==> config.mk <==
export PLATFORM = sky130hd
export DESIGN_NAME = axi4_lite_crossbar
export DESIGN_NICKNAME = d
export VERILOG_FILES = /design/src/rtl/axi4_lite_xbar_pkg.sv /design/src/rtl/axi4_lite_xbar_arbiter.sv /design/src/rtl/axi4_lite_crossbar.sv
export SDC_FILE = /design/constraint.sdc
export NUM_CORES = 1
export LEC_CHECK = 0
export ABC_CLOCK_PERIOD_IN_PS = 6300
export CORE_AREA = 2 2 226 228
export CTS_CLUSTER_SIZE = 40
export DETAILED_ROUTE_END_ITERATION = 12
export DIE_AREA = 0 0 228 230
export GPL_TIMING_DRIVEN = 1
export HOLD_SLACK_MARGIN = 0.02
export SLEW_MARGIN = 20
export SYNTH_ARGS = -nofsm -noshare
export SYNTH_HDL_FRONTEND = slang
export SYNTH_SLANG_ARGS = --single-unit
==> constraint.sdc <==
create_clock -name aclk -period 6.3 [get_ports aclk]
set_clock_uncertainty 0.1 [all_clocks]
set_input_delay 0.63 -clock aclk [delete_from_list [all_inputs] [get_ports aclk]]
set_output_delay 0.63 -clock aclk [all_outputs]
set_load 0.005 [all_outputs]
==> src/rtl/axi4_lite_xbar_pkg.sv <==
// rtl/axi4_lite_xbar_pkg.sv - address map, response codes and index constants for the 2x2 AXI4-Lite crossbar
// Optional feature macro used by the crossbar: AXI4_LITE_XBAR_DECERR_EN
package axi4_lite_xbar_pkg;

  localparam logic [31:0] S1_BASE  = 32'h0000_2000;
  localparam logic [31:0] S2_BASE  = 32'h0000_3000;
  localparam logic [31:0] SLV_MASK = 32'hFFFF_F000;

  localparam logic [1:0] RESP_OKAY   = 2'b00;
  localparam logic [1:0] RESP_EXOKAY = 2'b01;
  localparam logic [1:0] RESP_SLVERR = 2'b10;
  localparam logic [1:0] RESP_DECERR = 2'b11;

  localparam logic MST_M1 = 1'b0;
  localparam logic MST_M2 = 1'b1;
  localparam int   SLV_S1 = 0;
  localparam int   SLV_S2 = 1;

  typedef enum logic {CH_WRITE = 1'b0, CH_READ = 1'b1} chan_e;

  // One-hot slave select; all-zero means the address hits no slave.
  function automatic logic [1:0] decode(input logic [31:0] addr);
    logic [1:0] hit;
    hit = 2'b00;
    if ((addr & SLV_MASK) == S1_BASE) hit[SLV_S1] = 1'b1;
    if ((addr & SLV_MASK) == S2_BASE) hit[SLV_S2] = 1'b1;
    return hit;
  endfunction

endpackage

==> src/rtl/axi4_lite_xbar_arbiter.sv <==
// rtl/axi4_lite_xbar_arbiter.sv - 2-way round-robin arbiter, combinational one-hot grant
module axi4_lite_xbar_arbiter (
  input  logic       clk,
  input  logic       reset,
  input  logic [1:0] req,
  output logic [1:0] grant
);
  import axi4_lite_xbar_pkg::*;

  logic ptr;

  always_comb begin
    grant = req;
    if (req == 2'b11) grant = (ptr == MST_M2) ? 2'b10 : 2'b01;
  end

  // Pointer only moves when both masters contend, so a lone requester never shifts fairness.
  always_ff @(posedge clk) begin
    if (reset) ptr <= MST_M1;
    else if (req == 2'b11) ptr <= ~ptr;
  end

endmodule

==> src/rtl/axi4_lite_crossbar.sv <==
// rtl/axi4_lite_crossbar.sv - 2-master x 2-slave AXI4-Lite crossbar without ready handshakes
// Optional: define AXI4_LITE_XBAR_DECERR_EN to answer unmapped addresses with DECERR.
module axi4_lite_crossbar (
  input  logic        aclk,
  input  logic        areset,
  input  logic [31:0] awaddr_in_m1,
  input  logic [2:0]  awprot_in_m1,
  input  logic        awvalid_in_m1,
  input  logic [31:0] awaddr_in_m2,
  input  logic [2:0]  awprot_in_m2,
  input  logic        awvalid_in_m2,
  output logic [31:0] awaddr_out_s1,
  output logic [2:0]  awprot_out_s1,
  output logic        awvalid_out_s1,
  output logic [31:0] awaddr_out_s2,
  output logic [2:0]  awprot_out_s2,
  output logic        awvalid_out_s2,
  input  logic [31:0] wdata_in_m1,
  input  logic [3:0]  wstrb_in_m1,
  input  logic        wvalid_in_m1,
  input  logic [31:0] wdata_in_m2,
  input  logic [3:0]  wstrb_in_m2,
  input  logic        wvalid_in_m2,
  output logic [31:0] wdata_out_s1,
  output logic [3:0]  wstrb_out_s1,
  output logic        wvalid_out_s1,
  output logic [31:0] wdata_out_s2,
  output logic [3:0]  wstrb_out_s2,
  output logic        wvalid_out_s2,
  output logic [1:0]  bresp_out_m1,
  output logic        bvalid_out_m1,
  output logic [1:0]  bresp_out_m2,
  output logic        bvalid_out_m2,
  input  logic [1:0]  bresp_in_s1,
  input  logic        bvalid_in_s1,
  input  logic [1:0]  bresp_in_s2,
  input  logic        bvalid_in_s2,
  input  logic [31:0] araddr_in_m1,
  input  logic [2:0]  arprot_in_m1,
  input  logic        arvalid_in_m1,
  input  logic [31:0] araddr_in_m2,
  input  logic [2:0]  arprot_in_m2,
  input  logic        arvalid_in_m2,
  output logic [31:0] araddr_out_s1,
  output logic [2:0]  arprot_out_s1,
  output logic        arvalid_out_s1,
  output logic [31:0] araddr_out_s2,
  output logic [2:0]  arprot_out_s2,
  output logic        arvalid_out_s2,
  output logic [31:0] rdata_out_m1,
  output logic        rvalid_out_m1,
  output logic [1:0]  rresp_out_m1,
  output logic [31:0] rdata_out_m2,
  output logic        rvalid_out_m2,
  output logic [1:0]  rresp_out_m2,
  input  logic [31:0] rdata_in_s1,
  input  logic        rvalid_in_s1,
  input  logic [1:0]  rresp_in_s1,
  input  logic [31:0] rdata_in_s2,
  input  logic        rvalid_in_s2,
  input  logic [1:0]  rresp_in_s2
);
  import axi4_lite_xbar_pkg::*;

  logic [1:0][31:0] aw_addr, w_data, ar_addr;
  logic [1:0][2:0]  aw_prot, ar_prot;
  logic [1:0][3:0]  w_strb;
  logic [1:0]       aw_v, w_v, ar_v;

  assign aw_addr = {awaddr_in_m2, awaddr_in_m1};
  assign aw_prot = {awprot_in_m2, awprot_in_m1};
  assign aw_v    = {awvalid_in_m2, awvalid_in_m1};
  assign w_data  = {wdata_in_m2, wdata_in_m1};
  assign w_strb  = {wstrb_in_m2, wstrb_in_m1};
  assign w_v     = {wvalid_in_m2, wvalid_in_m1};
  assign ar_addr = {araddr_in_m2, araddr_in_m1};
  assign ar_prot = {arprot_in_m2, arprot_in_m1};
  assign ar_v    = {arvalid_in_m2, arvalid_in_m1};

  logic [1:0][1:0] aw_dec, ar_dec;    // [master][slave]
  logic [1:0][1:0] wreq, rreq;        // [slave][master]
  logic [1:0][1:0] wgrant, rgrant;    // [slave][master]
  logic [1:0][1:0] dec_err;           // [chan][master]

  always_comb begin
    aw_dec  = '0;
    ar_dec  = '0;
    wreq    = '0;
    rreq    = '0;
    dec_err = '0;
    for (int n = 0; n < 2; n++) begin
      aw_dec[n] = decode(aw_addr[n]);
      ar_dec[n] = decode(ar_addr[n]);
      for (int k = 0; k < 2; k++) begin
        wreq[k][n] = aw_v[n] & w_v[n] & aw_dec[n][k];
        rreq[k][n] = ar_v[n] & ar_dec[n][k];
      end
`ifdef AXI4_LITE_XBAR_DECERR_EN
      dec_err[CH_WRITE][n] = aw_v[n] & w_v[n] & (aw_dec[n] == 2'b00);
      dec_err[CH_READ][n]  = ar_v[n] & (ar_dec[n] == 2'b00);
`endif
    end
  end

  for (genvar k = 0; k < 2; k++) begin : g_arb
    axi4_lite_xbar_arbiter u_warb (.clk(aclk), .reset(areset), .req(wreq[k]), .grant(wgrant[k]));
    axi4_lite_xbar_arbiter u_rarb (.clk(aclk), .reset(areset), .req(rreq[k]), .grant(rgrant[k]));
  end

  logic [1:0][31:0] aw_addr_q, w_data_q, ar_addr_q;
  logic [1:0][2:0]  aw_prot_q, ar_prot_q;
  logic [1:0][3:0]  w_strb_q;
  logic [1:0]       aw_v_q, ar_v_q;
  logic [1:0][1:0]  owner;            // [chan][slave], 0 = M1

  always_ff @(posedge aclk) begin
    if (areset) begin
      aw_addr_q <= '0; aw_prot_q <= '0; w_data_q <= '0; w_strb_q <= '0; aw_v_q <= '0;
      ar_addr_q <= '0; ar_prot_q <= '0; ar_v_q <= '0;
      owner     <= {2{MST_M1, MST_M1}};
    end else begin
      for (int k = 0; k < 2; k++) begin
        aw_v_q[k] <= |wgrant[k];
        ar_v_q[k] <= |rgrant[k];
        if (|wgrant[k]) begin
          aw_addr_q[k]       <= aw_addr[wgrant[k][1]];
          aw_prot_q[k]       <= aw_prot[wgrant[k][1]];
          w_data_q[k]        <= w_data[wgrant[k][1]];
          w_strb_q[k]        <= w_strb[wgrant[k][1]];
          owner[CH_WRITE][k] <= wgrant[k][1];
        end
        if (|rgrant[k]) begin
          ar_addr_q[k]      <= ar_addr[rgrant[k][1]];
          ar_prot_q[k]      <= ar_prot[rgrant[k][1]];
          owner[CH_READ][k] <= rgrant[k][1];
        end
      end
    end
  end

  logic [1:0][1:0]      rsp_v;        // [chan][slave]
  logic [1:0][1:0][1:0] rsp_r;        // [chan][slave]
  logic [1:0][31:0]     rsp_d;        // [slave]

  assign rsp_v = {{rvalid_in_s2, rvalid_in_s1}, {bvalid_in_s2, bvalid_in_s1}};
  assign rsp_r = {{rresp_in_s2, rresp_in_s1}, {bresp_in_s2, bresp_in_s1}};
  assign rsp_d = {rdata_in_s2, rdata_in_s1};

  logic [1:0][1:0]      hit_s1, hit_s2;                 // [chan][master]
  logic [1:0][1:0]      pend_v, out_v, nx_pend_v, nx_out_v;
  logic [1:0][1:0][1:0] pend_r, out_r, nx_pend_r, nx_out_r;
  logic [1:0][31:0]     pend_d, out_d, nx_pend_d, nx_out_d;  // read data only

  // S1 wins a same-cycle collision; the S2 response parks one cycle and then outranks new S1 traffic.
  always_comb begin
    hit_s1    = '0;
    hit_s2    = '0;
    nx_pend_v = pend_v;
    nx_pend_r = pend_r;
    nx_pend_d = pend_d;
    nx_out_v  = '0;
    nx_out_r  = out_r;
    nx_out_d  = out_d;
    for (int c = 0; c < 2; c++) begin
      for (int n = 0; n < 2; n++) begin
        hit_s1[c][n] = rsp_v[c][0] & (owner[c][0] == 1'(n));
        hit_s2[c][n] = rsp_v[c][1] & (owner[c][1] == 1'(n));
        if (hit_s1[c][n] && !pend_v[c][n]) begin
          nx_out_v[c][n] = 1'b1;
          nx_out_r[c][n] = rsp_r[c][0];
          if (c == int'(CH_READ)) nx_out_d[n] = rsp_d[0];
          nx_pend_v[c][n] = hit_s2[c][n];
          if (hit_s2[c][n]) begin
            nx_pend_r[c][n] = rsp_r[c][1];
            if (c == int'(CH_READ)) nx_pend_d[n] = rsp_d[1];
          end
        end else if (pend_v[c][n]) begin
          nx_out_v[c][n] = 1'b1;
          nx_out_r[c][n] = pend_r[c][n];
          if (c == int'(CH_READ)) nx_out_d[n] = pend_d[n];
          nx_pend_v[c][n] = hit_s2[c][n];
          if (hit_s2[c][n]) begin
            nx_pend_r[c][n] = rsp_r[c][1];
            if (c == int'(CH_READ)) nx_pend_d[n] = rsp_d[1];
          end
        end else if (hit_s2[c][n]) begin
          nx_out_v[c][n] = 1'b1;
          nx_out_r[c][n] = rsp_r[c][1];
          if (c == int'(CH_READ)) nx_out_d[n] = rsp_d[1];
        end else if (dec_err[c][n]) begin
          nx_out_v[c][n] = 1'b1;
          nx_out_r[c][n] = RESP_DECERR;
          if (c == int'(CH_READ)) nx_out_d[n] = '0;
        end
      end
    end
  end

  always_ff @(posedge aclk) begin
    if (areset) begin
      out_v  <= '0; out_r  <= '0; out_d  <= '0;
      pend_v <= '0; pend_r <= '0; pend_d <= '0;
    end else begin
      out_v  <= nx_out_v;  out_r  <= nx_out_r;  out_d  <= nx_out_d;
      pend_v <= nx_pend_v; pend_r <= nx_pend_r; pend_d <= nx_pend_d;
    end
  end

  assign awaddr_out_s1  = aw_addr_q[0];
  assign awprot_out_s1  = aw_prot_q[0];
  assign awvalid_out_s1 = aw_v_q[0];
  assign awaddr_out_s2  = aw_addr_q[1];
  assign awprot_out_s2  = aw_prot_q[1];
  assign awvalid_out_s2 = aw_v_q[1];
  assign wdata_out_s1   = w_data_q[0];
  assign wstrb_out_s1   = w_strb_q[0];
  assign wvalid_out_s1  = aw_v_q[0];
  assign wdata_out_s2   = w_data_q[1];
  assign wstrb_out_s2   = w_strb_q[1];
  assign wvalid_out_s2  = aw_v_q[1];
  assign araddr_out_s1  = ar_addr_q[0];
  assign arprot_out_s1  = ar_prot_q[0];
  assign arvalid_out_s1 = ar_v_q[0];
  assign araddr_out_s2  = ar_addr_q[1];
  assign arprot_out_s2  = ar_prot_q[1];
  assign arvalid_out_s2 = ar_v_q[1];

  assign bresp_out_m1  = out_r[CH_WRITE][0];
  assign bvalid_out_m1 = out_v[CH_WRITE][0];
  assign bresp_out_m2  = out_r[CH_WRITE][1];
  assign bvalid_out_m2 = out_v[CH_WRITE][1];
  assign rdata_out_m1  = out_d[0];
  assign rvalid_out_m1 = out_v[CH_READ][0];
  assign rresp_out_m1  = out_r[CH_READ][0];
  assign rdata_out_m2  = out_d[1];
  assign rvalid_out_m2 = out_v[CH_READ][1];
  assign rresp_out_m2  = out_r[CH_READ][1];

endmodule

Word-level counts from Yosys, hierarchy flattened
Cells that the tools add are included. W data, S select, Z words.

Latch bits: 0. Bits of input ports: 296. Memory bits (read-only): 0. Bits in writable memories: 0. Memories: 0. Bits in registers: 376.

Add/subtract/negate cells: 0. Reductions and logical operators: 20. Divide/modulo/power cells: 0. Shifts and indexed selects: 0. Eq/ne operators: 12. Bitwise operators: 26. Magnitude comparators: 4. Multiply operators: 0. Multiplexer cells: 96.

Operator list (number): $mux W32 (24); $eq A20 B2 Y1 const B (8); $mux W2 (32); $mux W1 (28); $mux W3 (8); $and A1 B1 Y1 (18); $mux W4 (4); $reduce_bool A3 Y1 (4); $eq A2 B2 Y1 const B (4); $lt A1 B2 Y1 const B (4); $not A1 Y1 (8); $reduce_bool A2 Y1 (4); $reduce_or A2 Y1 (4); $logic_and A1 B1 Y1 (4); $logic_not A1 Y1 (4).

Depth between registers and ports, before layout
Word-level depth: 7. Mapped depth: 8. Depth with buffers taken out: 5.

Cells and area by module
A second synthesis with hierarchy kept.

Cell total of the unflattened synthesis: 2004. Area total of the unflattened synthesis: 16628.4 µm².

Modules (own cells, without submodules): axi4_lite_crossbar (cells an instance 1976, instances 1, area each 16368.2 µm², sequential area each 7447.1 µm²); axi4_lite_xbar_arbiter (cells an instance 7, instances 4, area each 65.1 µm², sequential area each 20.0 µm²).

Worst setup path after synthesis
Ideal clock, no wire load.

Kind: input port to flip-flop. From: input awaddr_in_m2[22]. To: register w_data_q, in the netlist wdata_out_s1[11]. Data arrival time: 2.225 ns. Path buffers: 1. Setup slack: 3.835 ns. Data required time: 6.059 ns. Stages on the path: 6. Path through: or4_4 -> nor4_4 -> o211ai_4 -> buf_6 -> a221oi_2 -> nor3_2.

Word-level cells in the longest chain between the ends: 7. Elaborated cells between the ends (all ways): 8. Classes of those cells: eq/ne: 2; mux: 4; bitwise: 1; reduce/logical: 1.

RTL lines: start, declared (line axi4_lite_crossbar.sv:9) `input logic [31:0] awaddr_in_m2,`; $eq A20 B2 Y1 (*) (line axi4_lite_xbar_pkg.sv:25) `if ((addr & SLV_MASK) == S1_BASE) hit[SLV_S1] = 1'b1;`; $mux W1 (*) (line axi4_lite_xbar_pkg.sv:25); $and A1 B1 Y1 (*) (line axi4_lite_crossbar.sv:95) `wreq[k][n] = aw_v[n] & w_v[n] & aw_dec[n][k];`; $eq A2 B2 Y1 (line axi4_lite_xbar_arbiter.sv:14) `if (req == 2'b11) grant = (ptr == MST_M2) ? 2'b10 : 2'b01;`; $mux W2 (*) (line axi4_lite_xbar_arbiter.sv:14); $mux W32 (not written as such) (2 in series) (line axi4_lite_crossbar.sv:128) `w_data_q[k] <= w_data[wgrant[k][1]];`; end signal, assigned by index (line axi4_lite_crossbar.sv:128); end, declared (line axi4_lite_crossbar.sv:110) `logic [1:0][31:0] aw_addr_q, w_data_q, ar_addr_q;`.

Mark *: on every way between the ends. The rest lies on a longest branch, timed or not. The select of a mux whose other input is x is not followed. A chain may end at the register's enable or synchronous reset.

Worst setup path after layout
From: input awaddr_in_m1[24]. To: register w_data_q, in the netlist wdata_out_s1[1].

Word-level cells in the longest chain between the ends: 7. Elaborated cells between the ends (all ways): 8. Classes of those cells: eq/ne: 2; mux: 4; bitwise: 1; reduce/logical: 1.

RTL lines: start, declared (line axi4_lite_crossbar.sv:6) `input logic [31:0] awaddr_in_m1,`; $eq A20 B2 Y1 (*) (line axi4_lite_xbar_pkg.sv:25); $mux W1 (*) (line axi4_lite_xbar_pkg.sv:25); $and A1 B1 Y1 (*) (line axi4_lite_crossbar.sv:95); $eq A2 B2 Y1 (line axi4_lite_xbar_arbiter.sv:14); $mux W2 (*) (line axi4_lite_xbar_arbiter.sv:14); $mux W32 (not written as such) (2 in series) (line axi4_lite_crossbar.sv:128).

Marks and branches as above.

==> flow_summary.rst <==
.. list-table::
   :header-rows: 1

   * - Metric
     - Value
   * - Maximum vdd ir drop
     - 0.1690 mV
   * - Slew Limit Fails
     - 0
   * - Setup repair after global routing missed its margin
     - false
   * - Arrival @ worst endpoint
     - 3.89 ns
   * - Setup crit start kind
     - input port
   * - Total negative setup slack
     - 0 ns
   * - Number of enable flip-flop cells after synthesis
     - 0
   * - Leak
     - 8.126 nW
   * - Util after Layout
     - 50.34%
   * - Class of the tightest hold or removal check
     - flip-flop to flip-flop
   * - Number of hold-slack violations in the final timing report
     - 0
   * - Synth async-reset ratio
     - 0%
   * - GRT Total Usage
     - 25.57%
   * - Max Root-Sink Buffers
     - 3
   * - Summed instance area of the synthesized netlist
     - 0.01744 mm²
   * - Die H
     - 230 µm
   * - Pin count of the biggest net entering global routing
     - 128
   * - Number of violations reported at the end of detailed-routing iteration 0
     - 1237
   * - WL met3
     - 6.002 mm
   * - Total routed wire length on the met1 layer
     - 27.81 mm
   * - Top layer reached by signal wires
     - met5
   * - Outcome
     - completed
   * - Clock tree from TritonCTS
     - yes
   * - Layout cells sized above 1
     - 9.270%
   * - # Post-CTS Setup Buffers
     - 0
   * - Shortest clock period the worst path allows after layout
     - 3.507 ns
   * - Horiz. Die Dim
     - 228 µm
   * - H-Tree Level Count
     - 2
   * - Number of rows in the core area
     - 82
   * - Normalized max-slew margin
     - 25.98%
   * - Worst-case hold slack
     - 0.3500 ns
   * - Register bit total from synthesis
     - 376
   * - CORE AREA
     - 0.04986 mm²
   * - Synth-to-layout area growth
     - 43.95%
   * - Number of placed I/O pins
     - 590
   * - Avg WL per Cell
     - 21.39 µm
   * - Placed instance count
     - 3187
   * - First-pass GRT wire length
     - 104.7 mm
   * - Share of the yosys chip area belonging to registers
     - 43.17%
   * - Syn_nets
     - 2392
   * - Via count
     - 17360
   * - Inserted Clock Buffers
     - 44
   * - Number of buffers inserted by hold repair at cts
     - 0
   * - Via count of the first global-routing pass
     - 16750
   * - Aggregate global routing overflow
     - 0
   * - Vias per std cell
     - 5.293
   * - Synthesis warning total
     - 0
   * - Filler cell count
     - 4777
   * - Post-route antenna net violation count
     - 0
   * - Routed wl met2
     - 33.13 mm
   * - Number of different library cells in the post-synthesis netlist
     - 62
   * - Transition time at the pin with the least slew margin
     - 1.106 ns
   * - Number of setup violations in the final report
     - 0
   * - Quantity of I/O buffers inserted on ports
     - 589
   * - Gates resized, CTS repair
     - 0
   * - Reported max-cap violation count
     - 0
   * - Pwr/cell area
     - 214.8 mW/mm²
   * - Area of all placed cells without fillers
     - 0.02510 mm²
   * - Worst setup EP type
     - flip-flop
   * - Number of antenna violations at the first check in global routing
     - 25
   * - Layout Nets
     - 2857
   * - Routability congestion estimate
     - 0.8736
   * - CTS root buffer
     - clkbuf_16
   * - CP Class
     - input port to flip-flop
   * - Peak clock frequency supported by timing
     - 0.2851 GHz
   * - Synthesized netlist cell count
     - 2096
   * - Clock sink count
     - 376
   * - Fin crit share
     - 55.67%
   * - Total iterations of the first detailed-routing run
     - 5
   * - Die ar.
     - 0.05244 mm²
   * - Avg Cell Area, Syn
     - 8.319 µm²
   * - Clock latency on the worst-skew pair
     - 0.57 ns
   * - Detailed placer's ending HPWL
     - 48.12 mm
   * - Initial cell density of the core
     - 34.97%
   * - Clock-pin slew on the worst setup and hold paths
     - 0.06 ns
   * - DRC errors left
     - 0
   * - Most common library cell in the layout ignoring fill and taps
     - clkdlybuf4s50_1
   * - CP required
     - 6.68 ns
   * - Post-placement cell area
     - 0.02367 mm²
   * - Dominant register cell in the synthesized netlist
     - dfxtp_1
   * - Post-route insts no fill
     - 3279
   * - Highest-count cells in the layout ignoring fill and taps
     - clkdlybuf4s50_1 (587), dfxtp_1 (374), nand2_1 (371)
   * - Top fanout value on the critical path
     - 23
   * - Wire length reported by the detailed router
     - 70.14 mm
-- cell type report --
cell class | instances | area, µm² | share of cell area [%]
multi-input cells | 1489 | 9054 | 36.07
flip-flops and latches | 376 | 7530 | 30.00
repair buffers | 619 | 6153 | 24.52
clock buffers | 66 | 1274 | 5.075
well taps | 672 | 840.8 | 3.350
inverters | 31 | 116.4 | 0.4636
clock inverters | 8 | 87.58 | 0.3489
diodes | 18 | 45.04 | 0.1795
-- through the flow --
stage / setup slack (ns) / power (mW)
after floorplan: 3.835 / 2.649
after global placement: 2.221 / 2.973
after detailed placement: 2.273 / 2.977
after CTS: 2.852 / 5.451
after global routing: 2.662 / 5.589
final: 2.793 / 5.392
-- worst max-delay path, cell delays in order --
cell	delay, ns
clkdlybuf4s50_1	0.44
nor4_1	0.36
nand4_1	0.58
o211ai_4	1.08
buf_4	0.46
a221oi_1	0.14
nor3_1	0.16
-- state kept, by name, indices dropped and copies added (netlist names), 3 cells and up --
name           count
wdata_out_s2      32
wstrb_out_s1       4
awaddr_out_s1     32
wdata_out_s1      32
araddr_out_s2     32
wstrb_out_s2       4
awprot_out_s1      3
arprot_out_s2      3
pend_v             4
rdata_out_m2      32
araddr_out_s1     32
rdata_out_m1      32
pend_r             8
awaddr_out_s2     32
arprot_out_s1      3
pend_d            64
awprot_out_s2      3
owner              4
-- synthesized netlist by cell type, types with 3 or more instances --
library cell	count	area, µm²
and4_1	3	26.28
dfxtp_1	376	7527
a211oi_1	29	217.7
inv_1	31	116.4
nand3_1	74	370.4
and2_1	79	494.2
nand4_1	4	25.02
nand3b_1	52	390.4
or3_1	5	31.28
mux2i_1	74	740.7
o21a_1	3	22.52
nand4b_1	3	26.28
nor2b_1	7	43.79
o31a_1	15	131.4
nor4b_1	4	35.03
a221oi_2	59	885.9
nor4_1	28	175.2
a221oi_1	56	490.5
nor3_2	49	490.5
o21ai_0	73	365.4
buf_6	13	146.4
clkbuf_1	152	570.6
nor2_1	153	574.3
nor3_1	160	800.8
a21oi_1	147	735.7
buf_4	3	22.52
buf_2	23	115.1
buf_1	8	30.03
nand2_1	372	1396
-- per-layer routing --
layer | vias to the layer above | track usage [%]
met2 | 695 | 42.27
met1 | 8192 | 29.11
met4 | 12 | 13.24
met5 | - | 0.8272
li1 | 8313 | -
met3 | 144 | 8.966
-- power by group --
part,switching (mW),total [mW],leakage (nW),internal [mW]
clock,1.03,2.46,0.668,1.43
combinational,0.240,0.500,4.42,0.259
sequential,0.0185,2.43,3.04,2.41
total,1.29,5.39,8.13,4.10
-- final timing paths --
kind | to | cells past startpoint | slack (ns) | from
worst max-delay path | wdata_out_s1[1]$_SDFFE_PP0P_ | 7 | 2.79 | awaddr_in_m1[24]
worst min-delay path | rdata_out_m1[5]$_SDFFE_PP0P_ | 2 | 0.35 | rdata_out_m1[5]$_SDFFE_PP0P_
worst max register to register | pend_r[6]$_SDFFE_PP0P_ | 6 | 3.70 | owner[2]$_SDFFE_PP0P_
worst min register to register | rdata_out_m1[5]$_SDFFE_PP0P_ | 2 | 0.35 | rdata_out_m1[5]$_SDFFE_PP0P_
-- kinds of logic after synthesis --
group	synth area share, %
and+or+nand+nor	29.08
AOI/OAI and AO/OA	17.59
DFF	43.17
buffers and inverters	5.769
muxes	4.248
xor gates and xnor gates	0.1507
No activity file was read; power rests on OpenSTA's default activity.
